**src/rtl/uart_rx_deframer.sv**
```systemverilog
// UART receive deframer: 2-flop synchroniser, mid-bit sampling, even parity,
// stop/break checking, one-cycle push strobe and registered RTS.
module uart_rx_deframer #(
  parameter int DATA_BITS  = 8,
  parameter int STOP_BITS  = 2,
  parameter int OVERSAMPLE = 1
) (
  input  logic                 Clk,
  input  logic                 Rst,
  input  logic                 Rx,
  input  logic                 FIFO_Full,
  output logic [DATA_BITS-1:0] Rx_Data,
  output logic                 Rx_Valid,
  output logic [2:0]           Rx_Error,
  output logic                 RTS,
  output logic                 Rx_Busy
);

  localparam int CNT_W = (OVERSAMPLE > 1) ? $clog2(OVERSAMPLE) : 1;
  localparam int IDX_W = (DATA_BITS > 1) ? $clog2(DATA_BITS) : 1;
  localparam logic [CNT_W-1:0] CNT_LAST = CNT_W'(OVERSAMPLE - 1);
  localparam logic [CNT_W-1:0] CNT_SMP  = CNT_W'(OVERSAMPLE / 2);
  localparam logic [IDX_W-1:0] IDX_TOP  = IDX_W'(DATA_BITS - 1);
  localparam logic             STOP_TOP = 1'(STOP_BITS - 1);

  typedef enum logic [2:0] {IDLE, START, DATA, PARITY, STOP, DONE} state_t;

  typedef struct packed {
    logic frame;
    logic parity;
    logic brk;
  } rx_err_t;

  state_t               state, state_nxt;
  logic [1:0]           sync_q;
  logic                 rs, rs_d, armed, tick;
  logic [CNT_W-1:0]     cnt;
  logic [IDX_W-1:0]     bit_idx;
  logic                 stop_idx;
  logic [DATA_BITS-1:0] shreg;
  logic                 par_bit, stop_and, stop_or;
  logic                 go_start, last_stop, stop_and_nxt, stop_or_nxt;
  rx_err_t              err_nxt;

  // rs_d is the bit value each sample point looks at; one extra stage lets the
  // start bit be sampled on the cycle after IDLE sees the falling edge.
  assign rs           = sync_q[1];
  assign tick         = (cnt == CNT_SMP);
  assign go_start     = (state == IDLE) && armed && !rs;
  assign last_stop    = (state == STOP) && tick && (stop_idx == 1'b0);
  assign stop_and_nxt = stop_and & rs_d;
  assign stop_or_nxt  = stop_or | rs_d;
  assign Rx_Busy      = (state != IDLE);

  // Break (whole frame low) masks the parity and frame flags.
  always_comb begin
    err_nxt = '0;
    if (shreg == '0 && !par_bit && !stop_or_nxt) begin
      err_nxt.brk = 1'b1;
    end else begin
      err_nxt.parity = (^shreg) != par_bit;
      err_nxt.frame  = !stop_and_nxt;
    end
  end

  always_comb begin
    state_nxt = state;
    unique case (state)
      IDLE:   if (go_start) state_nxt = START;
      START:  if (tick) state_nxt = rs_d ? IDLE : DATA;
      DATA:   if (tick && bit_idx == '0) state_nxt = PARITY;
      PARITY: if (tick) state_nxt = STOP;
      STOP:   if (last_stop) state_nxt = DONE;
      DONE:   state_nxt = IDLE;
      default: state_nxt = IDLE;
    endcase
  end

  always_ff @(posedge Clk) begin
    if (Rst) state <= IDLE;
    else     state <= state_nxt;
  end

  always_ff @(posedge Clk) begin
    if (Rst) begin
      sync_q   <= 2'b11;
      rs_d     <= 1'b1;
      armed    <= 1'b0;
      cnt      <= '0;
      bit_idx  <= '0;
      stop_idx <= 1'b0;
      shreg    <= '0;
      par_bit  <= 1'b0;
      stop_and <= 1'b0;
      stop_or  <= 1'b0;
      Rx_Data  <= '0;
      Rx_Valid <= 1'b0;
      Rx_Error <= '0;
      RTS      <= 1'b0;
    end else begin
      sync_q   <= {sync_q[0], Rx};
      rs_d     <= rs;
      RTS      <= !FIFO_Full;
      Rx_Valid <= 1'b0;

      // A start needs rs seen high since the last start or a low-ending frame.
      if (rs)
        armed <= 1'b1;
      else if (go_start || (state == DONE && !stop_and))
        armed <= 1'b0;

      if (state == IDLE)         cnt <= '0;
      else if (cnt == CNT_LAST)  cnt <= '0;
      else                       cnt <= cnt + 1'b1;

      unique case (state)
        START: if (tick && !rs_d) bit_idx <= IDX_TOP;
        DATA: if (tick) begin
          shreg   <= DATA_BITS'({shreg, rs_d});
          bit_idx <= bit_idx - 1'b1;
        end
        PARITY: if (tick) begin
          par_bit  <= rs_d;
          stop_idx <= STOP_TOP;
          stop_and <= 1'b1;
          stop_or  <= 1'b0;
        end
        STOP: if (tick) begin
          stop_and <= stop_and_nxt;
          stop_or  <= stop_or_nxt;
          stop_idx <= stop_idx - 1'b1;
          // Strobe lands in the DONE cycle.
          if (last_stop) begin
            Rx_Valid <= 1'b1;
            Rx_Data  <= shreg;
            Rx_Error <= err_nxt;
          end
        end
        default: ;
      endcase
    end
  end

endmodule
```
**config.mk**
```make
export PLATFORM = sky130hd
export DESIGN_NAME = uart_rx_deframer
export DESIGN_NICKNAME = d
export VERILOG_FILES = /design/src/rtl/uart_rx_deframer.sv
export SDC_FILE = /design/constraint.sdc
export NUM_CORES = 1
export LEC_CHECK = 0
export ABC_AREA = 1
export CAP_MARGIN = 20
export CORE_UTILIZATION = 43
export DETAILED_ROUTE_END_ITERATION = 12
export MAX_ROUTING_LAYER = met4
export PLACE_DENSITY_LB_ADDON = 0.05
export SYNTH_ARGS = -nofsm -noshare
export SYNTH_HDL_FRONTEND = slang
export SYNTH_SLANG_ARGS = --single-unit
```
**constraint.sdc**
```tcl
create_clock -name Clk -period 1.3 [get_ports Clk]
set_input_delay 0.39 -clock Clk [delete_from_list [all_inputs] [get_ports Clk]]
set_output_delay 0.39 -clock Clk [all_outputs]
set_load 0.03 [all_outputs]
```
Yosys cells after proc, flatten, opt, wreduce, memory -nomap -nowiden --
Index checks and enable logic that the tools add are counted.
Storage, ports and cells: input bits 4, output and inout port bits 14, flip-flop bits (word level) 36, logic and storage cells 93
Cells by class: reductions and logical operators 33, equal/unequal tests 14, bitwise logic cells 5, $add $sub $neg 3, multiplexer cells 23
Operator list (number):
- $mux W3 | 7
- $ne A2 B2 Y1 const B | 8
- $pmux W3 S5 | 1
- $logic_and A1 B1 Y1 | 9
- $mux W1 | 9
- $reduce_and A3 Y1 | 3
- $logic_not A8 Y1 | 1
- $reduce_xor A8 Y1 | 1
- $logic_not A1 Y1 | 7
- $eq A3 B2 Y1 const B | 2
- $eq A3 B3 Y1 const B | 2
- $logic_not A3 Y1 | 2
- $pmux W1 S2 | 3
- $pmux W3 S2 | 1
- $reduce_bool A2 Y1 | 3
- $reduce_or A3 Y1 | 2
- $reduce_and A5 Y1 | 1
- $mux W2 | 2
- $reduce_and A2 Y1 | 2
- $eq A3 B1 Y1 const B | 1
- $not A1 Y1 | 3
- $reduce_bool A3 Y1 | 1
- $sub A3 B1 Y3 const B | 1
- $add A1 B1 Y1 const B | 1
- other kinds (5) | 5

Longest topological paths before layout --
Gate-level depths: netlist of run 1.
word-level depth 6, gate-level depth with buffers 10, depth with buffers taken out 10

Worst setup path before layout of run 1 --
OpenSTA, ideal clock, no wires.
path kind register to register, start point register shreg[2], end point register Rx_Error[1], data required time 1166 ps, cell stages (with the launch flop) 11, slack 87 ps, setup time 134 ps, buffers on the path 0, clock period less this slack 1213 ps, arrival time 1079 ps, cell sequence dfxtp_1 > inv_1 > ha_1 > inv_1 > nand2_1 > nand2_1 > nand2_1 > nand3_1 > nand2_1 > nand2_1 > a21oi_1
On the way: word-level cells in the longest chain between the ends 4, elaborated cells between the ends (all ways) 6, classes of those cells eq/ne (1); mux (1); reduce/logical (4)
RTL lines:
- start: declaration | line 40 | logic [DATA_BITS-1:0] shreg;
- start signal: assignment | line 119 | shreg <= DATA_BITS'({shreg, rs_d});
- $logic_not A8 Y1 | line 58 | if (shreg == '0 && !par_bit && !stop_or_nxt) begin
- $logic_and A1 B1 Y1 (2 in a row) | line 58
- $mux W2 (*) | line 58
- end signal: assignment | line 136 | Rx_Error <= err_nxt;
- end: declaration | line 14 | output logic [2:0] Rx_Error,
Every way passes the cells marked *; elsewhere a longest branch is shown, timed or not. A chain may end at the register's enable or synchronous reset.

Worst setup path after layout of run 1 --
start point register state[1], end point output port Rx_Busy
On the way: word-level cells in the longest chain between the ends 1
RTL lines:
- start: declaration | line 34 | state_t state, state_nxt;
- start signal: assignment | line 81 | else state <= state_nxt;
- $reduce_bool A3 Y1 | line 53 | assign Rx_Busy = (state != IDLE);
- end: declaration | line 16 | output logic Rx_Busy
No other way between the ends.

==> results of run 1 <==
==> metal layers <==
| metal | track usage, % | wire (microns) |
|---|---|---|
| met4 | 7.95 | 13 |
| met5 | - | 0 |
| met2 | 33.0 | 2090 |
| met3 | 5.00 | 103 |
| met1 | 20.2 | 1630 |
==> registers in the layout (all words and copies together) (netlist names), 2 cells and up <==
| name | count |
|---|---|
| Rx_Data | 8 |
| shreg | 8 |
| Rx_Error | 3 |
| bit_idx | 3 |
| state | 3 |
| sync_q | 2 |
==> worst max path at each step <==
| stage | startpoint | endpoint | slack, ns | depth (start not counted) |
|---|---|---|---|---|
| after floorplan | shreg[2] | Rx_Error[1] | 0.09 | 10 |
| after global placement | Rst | shreg[5] | -0.09 | 5 |
| after detailed placement | Rst | shreg[4] | -0.13 | 5 |
| after CTS | state[0] | Rx_Busy | -0.21 | 5 |
| after global routing | state[1] | Rx_Busy | -0.21 | 5 |
| final | state[1] | Rx_Busy | -0.15 | 5 |
==> critical path, stage by stage, from the launching register on <==
cell	delay, ns
dfxtp_2	0.34
nor2_4	0.12
inv_2	0.05
nor2_4	0.09
inv_2	0.05
buf_6	0.13
==> logic make-up (layout without fill, tap and decap cells) <==
kind of cell               Yosys count  in the layout  share of synthesized area [%]
AOI/OAI and AO/OA                   42             42                           15.7
buffers and inverters               34             72                           9.13
adders and majority gates            6              6                           4.57
and+or+nand+nor                     81             81                           25.0
other                                1              1                          0.228
DFF                                 36             36                           43.8
xor gates and xnor gates             3              3                           1.60
==> layout make-up <==
cell class	instances	share of cell area (%)
Clock buffer	6	3.21
Clock inverter	1	0.221
Inverter	28	4.65
Multi-Input combinational cell	133	42.2
Sequential cell	36	32.4
Tap cell	48	2.66
Timing Repair Buffer	37	14.7
==> repair_timing <==
item / CTS / global route
pin swaps: 3 / 11
resized for setup: 11 / 36
gates cloned: 0 / 1
endpoints found under the setup margin: 2 / 26
buffers inserted: 2 / 3
==> report_power, final <==
part | leakage [nW] | internal, mW | switching, mW
logic | 0.567 | 0.674 | 0.846
clock network | 0.0410 | 0.364 | 0.375
registers | 0.296 | 1.23 | 0.0864
==> placed cells by master (no fill, tap or decap), drive strengths merged <==
cell type and instances:
o211ai 1, ha 6, nor3 1, a211oi 2, nand4 2, or2 2
xnor2 2, clkbuf 7, buf 33, conb 1, o21ai 13, nand3 11
clkdlybuf4s50 3, nor2 31, nand2 33, dfxtp 36, a21oi 25, a31oi 1
xor2 1, nand3b 1, inv 28, clkinv 1
==> per-stage QoR <==
stage                     instance area, sq um  worst slack, ns  util (%)  power, mW
after global placement                    1920          -0.0884      52.6       2.33
after detailed placement                  1920           -0.130      52.6       2.37
after CTS                                 2050           -0.214      55.9       3.25
final                                     2260           -0.146      61.7       3.58
after floorplan                           1640           0.0873         -       2.06
after global routing                      2260           -0.210      61.7       3.79
==> flow_summary_export.csv, run 1 <==
group,metric,value,unit
global_route,grt_pass1_wl,5780,microns
floorplanning,die_area,4070,sq um
sta,finalClockSkew,0.00475,ns
layout,multi_input_area,953,sq um
sta,max_freq,691,MHz
critical_path,regToRegSetupSlack,-0.03,ns
placement,numPortBuffers,17,
critical_path,crit_type,"reg -> out",
synth,netlist_top_cells_count,"dfxtp_1 (36), nand2_1 (30), inv_1 (26)",
synth,syn_area_per_cell,8.10,sq um
floorplanning,pin_count,18,
layout,seq_area,732,sq um
clock_tree,root_buffer,"clkbuf_8",
placement,post-place-cells,276,
drt,drt_iter0_drc,32,
layout,instances_no_fill,289,
sta,post-route-period-util,111,%
drt,dr.pass1.iters,4,
clock_tree,cts_tree,"built",
power,ir_worst_vdd,0.843,mV
critical_path,start_kind,"flop",
placement,gp_congestion,0.783,
critical_path,rr_startpoint,"state[1]",
global_route,grt_max_degree,21,
critical_path,worstPathMaxFanout,2,
clock_tree,worst_setup_hold_path_clk_slew,0.07,ns
clock_tree,cts.sinks,36,
sta,tns,-0.346,ns
layout,fin_nets,251,
synth,synth_ff_type,"dfxtp_1",
sta,min_period,1.45,ns
synth,synth_cell_types,29,
floorplanning,die_x,63.8,microns
critical_path,crit_arrival,1.06,ns
synth,synth_top_area_share,43.8,%
drt,dr_total_vias,1442,
critical_path,r2r_end,"Rx_Data[6]",
hold_path,min_from,"sync_q[0]",
sta,rsz0062_at_grt,"yes",
drt,vias_per_cell,4.99,
critical_path,reg2reg_depth,8,
floorplanning,rows,22,
synth,async_flop_share,0,%
drt,wirelength,3830,microns
power,powerDensity,1580,nW/um^2
power,leakage,0.904,nW
floorplanning,core-area,3660,sq um
floorplanning,fp.dieH,63.8,microns
drt,wl_per_cell,13.2,microns
clock_tree,htree_levels,2,
sta,fin_hold_ws,0.419,ns
sta,finalSetupViolations,9,
critical_path,required,0.91,ns
clock_tree,numCtsBuffers,5,
sta,finalMaxSlewViolations,0,
drt,drc,0,
layout,syn2layout_area_growth,37.4,%
hold_path,hold_end,"sync_q[1]",
layout,num_antenna_cells,0,
global_route,grt.overflow.total,0,
synth,seq_area_frac_synth,43.8,%
synth,synth_area_leaders,"dfxtp_1 (44%), nand2_1 (6.8%), nor2_2 (6.5%)",
clock_tree,clockBufferDepth,2,
sta,setup_ws,-0.146,ns
job,cap_violations,0,
placement,dp_hpwl,2450,microns
floorplanning,initial_core_util,44.9,%
layout,drive_above_1_share,45.2,%
synth,yosys_register_bits,36,
synth,synth_most_common_cell,"dfxtp_1",
synth,synth_warnings,0,
sta,hold_violations,0,
synth,netlist_instances,203,
clock_tree,insertion_delay,0.28,ns
hold_path,hold_depth,1,
global_route,grtUsageTotal,18.9,%
synth,syn_nets,213,
global_route,grt_pass1_vias,1382,
outcome,violations,"setup timing",
outcome,status,"complete, but fails checks",
layout,fillers,309,
synth,netlist_area,1640,sq um
global_route,antenna_found_initial,0,
synth,synth_edf_count,0,
clock_tree,hold_buffers,0,
drt,antenna_left,0,
critical_path,end_kind,"output port",
synth,yosysTopAreaCell,"dfxtp_1",
hold_path,hp-class,"reg -> reg",
Power figures use the tool's default switching activity.
==> run 2: changes to the inputs <==
- CORE_UTILIZATION: 43 -> 25
==> flow_summary_export.csv, run 2 (synthesized netlist as in run 1, its figures left out) <==
group,metric,value,unit
critical_path,start_kind,"flop",
layout,fin_nets,258,
outcome,violations,"setup timing",
layout,final_common_cell,"buf_4",
clock_tree,worst_setup_hold_path_clk_slew,0.08,ns
placement,placed_area,1980,sq um
global_route,grt_max_degree,21,
layout,num_antenna_cells,0,
hold_path,hold_end,"sync_q[1]",
power,ir_worst_vdd,0.694,mV
clock_tree,numCtsBuffers,5,
floorplanning,initial_core_util,25.9,%
floorplanning,fp.dieH,83.1,microns
floorplanning,rows,29,
placement,post-place-ws,-0.124,ns
sta,min_period,1.45,ns
drt,drt_iter0_drc,36,
floorplanning,die_x,83.1,microns
sta,setup_ws,-0.146,ns
drt,dr.pass1.iters,4,
clock_tree,cts.sinks,36,
clock_tree,hold_buffers,0,
placement,post-place-cells,306,
critical_path,end_kind,"output port",
hold_path,min_from,"sync_q[0]",
critical_path,r2r_end,"Rx_Data[6]",
placement,dp_hpwl,2610,microns
hold_path,hold_depth,1,
global_route,antenna_found_initial,0,
layout,drive_above_1_share,45.8,%
critical_path,crit_arrival,1.06,ns
sta,rsz0062_at_grt,"yes",
drt,wirelength,4010,microns
sta,hold_violations,0,
drt,wl_per_cell,12.3,microns
outcome,status,"complete, but fails checks",
sta,finalMaxSlewViolations,0,
critical_path,regToRegSetupSlack,-0.08,ns
placement,numPortBuffers,17,
drt,drc,0,
power,leakage,0.963,nW
job,cap_violations,0,
clock_tree,clockBufferDepth,2,
critical_path,worstPathMaxFanout,2,
drt,dr_total_vias,1435,
drt,antenna_left,0,
global_route,grtUsageTotal,11.9,%
hold_path,hp-class,"reg -> reg",
global_route,grt_pass1_vias,1458,
clock_tree,htree_levels,2,
power,powerDensity,1520,nW/um^2
layout,mostFrequentLayoutCells,"buf_4 (31), dfxtp_1 (30), inv_1 (20), nand2_1 (20), a21oi_1 (17)",
critical_path,reg2reg_depth,8,
critical_path,rr_startpoint,"state[1]",
sta,max_freq,692,MHz
layout,fillers,641,
layout,instances_no_fill,326,
sta,post-route-period-util,111,%
placement,gp_congestion,0.750,
layout,final_cell_area,2400,sq um
clock_tree,root_buffer,"clkbuf_8",
sta,finalClockSkew,0.00920,ns
critical_path,required,0.91,ns
clock_tree,insertion_delay,0.29,ns
layout,syn2layout_area_growth,46.3,%
layout,reg_top3,"Rx_Data: 8 flops, shreg: 8 flops",
global_route,grt.overflow.total,0,
floorplanning,core-area,6350,sq um
drt,vias_per_cell,4.40,
sta,finalSetupViolations,10,
global_route,grt_pass1_wl,6420,microns
floorplanning,pin_count,18,
critical_path,crit_type,"reg -> out",
floorplanning,die_area,6900,sq um
clock_tree,cts_tree,"built",
==> run 2: worst max-delay path by stage <==
stage | slack, ns | from | to
after detailed placement | -0.12 | Rst | shreg[4]
after floorplan | 0.09 | shreg[2] | Rx_Error[1]
after global placement | -0.09 | Rst | shreg[4]
after CTS | -0.18 | state[0] | Rx_Busy
final | -0.15 | state[1] | Rx_Busy
after global routing | -0.20 | state[1] | Rx_Busy
==> run 2: critical path, stage by stage, from the launching register on <==
cell and delay, ns:
dfxtp_2 0.34, nor2_4 0.12, inv_2 0.05, nor2_4 0.08, inv_2 0.04, buf_6 0.13
==> run 2: layout make-up <==
cell class	instances	area [sq um]	share of cell area [%]
inverters	28	108	4.47
clock inverters	1	8.76	0.364
repair buffers	44	433	18.0
clock buffers	7	76.3	3.17
multi-input cells	133	950	39.5
flip-flops and latches	36	733	30.5
well taps	77	96.3	4.01
==> run 2: report_power, final <==
group	total, mW	internal (mW)	switching [mW]
Clock	0.797	0.383	0.413
Sequential	1.31	1.23	0.0843
Combinational	1.54	0.710	0.831
Total	3.65	2.32	1.33
==> run 2: timing repair <==
action	4_1_cts	5_1_grt
pin swaps	6	11
setup buffers	2	7
gates resized for setup	15	46
endpoints found under the setup margin	2	27
gates cloned	0	3
==> run 2: layer usage <==
metal	vias up	GRT usage (%)	part of all wire, %
met5	-	-	0
met4	0	4.55	1.4
met3	7	3.18	2.3
met2	16	19.5	48
met1	669	13.8	48
li1	743	-	-
==> run 2: metrics by stage <==
step / utilization (%) / total power [mW] / hold slack [ns] / TNS (ns)
floorplan: - / 2.06 / 0.389 / 0
global placement: 31.2 / 2.39 / 0.401 / -1.59
detailed placement: 31.2 / 2.41 / 0.398 / -2.31
CTS: 33.5 / 3.36 / 0.412 / -0.523
global route: 37.9 / 3.92 / 0.442 / -1.53
finish: 37.9 / 3.65 / 0.407 / -0.638
==> run 3: changes to the inputs <==
==> constraint.sdc (replaced) <==
create_clock -name Clk -period 1.3 [get_ports Clk]
set_input_delay 0.39 -clock Clk [delete_from_list [all_inputs] [get_ports Clk]]
set_output_delay 0.39 -clock Clk [all_outputs]
set_load 0.05 [all_outputs]
==> flow_summary_export.csv, run 3 (synthesized netlist as in run 1, its figures left out) <==
group,metric,value,unit
sta,max_freq,677,MHz
critical_path,end_kind,"output port",
clock_tree,numCtsBuffers,5,
placement,post-place-ws,-0.129,ns
placement,post-place-cells,305,
power,leakage,0.951,nW
floorplanning,pin_count,18,
clock_tree,cts.sinks,36,
critical_path,required,0.91,ns
clock_tree,insertion_delay,0.29,ns
layout,reg_top3,"Rx_Data: 8 flops, shreg: 8 flops",
floorplanning,die_area,6900,sq um
critical_path,crit_family,"flip-flops",
sta,finalClockSkew,0.00845,ns
critical_path,worst_path_max_delay_cell,"dfxtp_2",
sta,setup_ws,-0.176,ns
placement,gp_congestion,0.742,
sta,post-route-period-util,114,%
clock_tree,cts_tree,"built",
critical_path,crit_arrival,1.09,ns
floorplanning,fp.dieH,83.1,microns
placement,dp_hpwl,2710,microns
clock_tree,root_buffer,"clkbuf_8",
global_route,grtUsageTotal,12.0,%
layout,final_cell_area,2450,sq um
placement,numPortBuffers,17,
floorplanning,initial_core_util,25.9,%
drt,vias_per_cell,4.31,
job,cap_violations,0,
sta,rsz0062_at_grt,"yes",
sta,finalMaxSlewViolations,0,
layout,num_antenna_cells,0,
sta,hold_violations,0,
global_route,grt_pass1_wl,6340,microns
global_route,met1_usage,13.1,%
power,powerDensity,1450,nW/um^2
global_route,grt_pass1_vias,1449,
placement,placed_area,2150,sq um
drt,antenna_left,0,
floorplanning,rows,29,
critical_path,worstPathMaxFanout,2,
drt,dr.pass1.iters,2,
outcome,status,"complete, but fails checks",
clock_tree,worst_setup_hold_path_clk_slew,0.08,ns
global_route,grt_max_degree,21,
critical_path,crit_buf_inv,3,
clock_tree,hold_buffers,0,
critical_path,crit_chain,"nor2_4 -> inv_2 -> nor2_4 -> inv_2 -> buf_12",
sta,min_period,1.48,ns
power,power,3.55,mW
critical_path,max_stage_delay,0.34,ns
hold_path,hp-class,"reg -> reg",
drt,drt_iter0_drc,16,
layout,instances_no_fill,319,
global_route,met3_usage,3.68,%
power,ir_worst_vdd,0.680,mV
floorplanning,die_x,83.1,microns
drt,wirelength,3870,microns
global_route,grt-busiest-layer,"met2",
drt,drc,0,
layout,syn2layout_area_growth,49.1,%
outcome,violations,"setup timing",
critical_path,crit_type,"reg -> out",
critical_path,start_kind,"flop",
global_route,antenna_found_initial,0,
layout,mostFrequentLayoutCells,"dfxtp_1 (29), nand2_1 (25), inv_1 (19)",
clock_tree,clockBufferDepth,2,
global_route,grt.overflow.total,0,
layout,final_common_cell,"dfxtp_1",
layout,fin_nets,252,
drt,dr_total_vias,1374,
drt,wl_per_cell,12.1,microns
layout,drive_above_1_share,45.0,%
global_route,met2_usage,19.7,%
critical_path,regToRegSetupSlack,-0.06,ns
clock_tree,htree_levels,2,
floorplanning,core-area,6350,sq um
sta,finalSetupViolations,9,
run 3: metrics by stage:
stage	setup TNS, ns	utilization, %	hold WS [ns]
after floorplan	0	-	0.389
after global placement	-1.85	33.8	0.401
after detailed placement	-2.65	33.8	0.397
after CTS	-0.250	36.3	0.420
after global routing	-1.25	38.6	0.436
final	-0.601	38.6	0.413
run 3: area by class of cell:
type / instances / area (sq um)
clock buffers: 5 / 68.8
clock inverters: 2 / 12.5
fillers: 650 / 3900
inverters: 28 / 105
multi-input cells: 133 / 910
flip-flops and latches: 36 / 732
well taps: 77 / 96.3
repair buffers: 38 / 527
run 3: final timing paths:
check	startpoint	end	depth (start not counted)
setup / recovery	state[1]	Rx_Busy	5
hold / removal	sync_q[0]	sync_q[1]	1
setup reg to reg	state[1]	Rx_Data[0]	8
hold reg to reg	sync_q[0]	sync_q[1]	1
run 3: timing repair:
action	CTS	global route
setup endpoints to repair	2	19
gates cloned	0	2
resized for setup	14	28
buffers inserted	2	3
pin swaps	5	15
run 3: power by group:
group          leakage, nW  total [mW]  internal [mW]  switching (mW)
combinational        0.615        1.46          0.646           0.819
clock               0.0400       0.777          0.363           0.413
sequential           0.296        1.31           1.23          0.0839
run 3: routing by layer:
metal,part of all wire (%),vias to the layer above
li1,-,720
met1,45,618
met2,49,24
met3,3.2,12
met4,2.8,0
met5,0,-
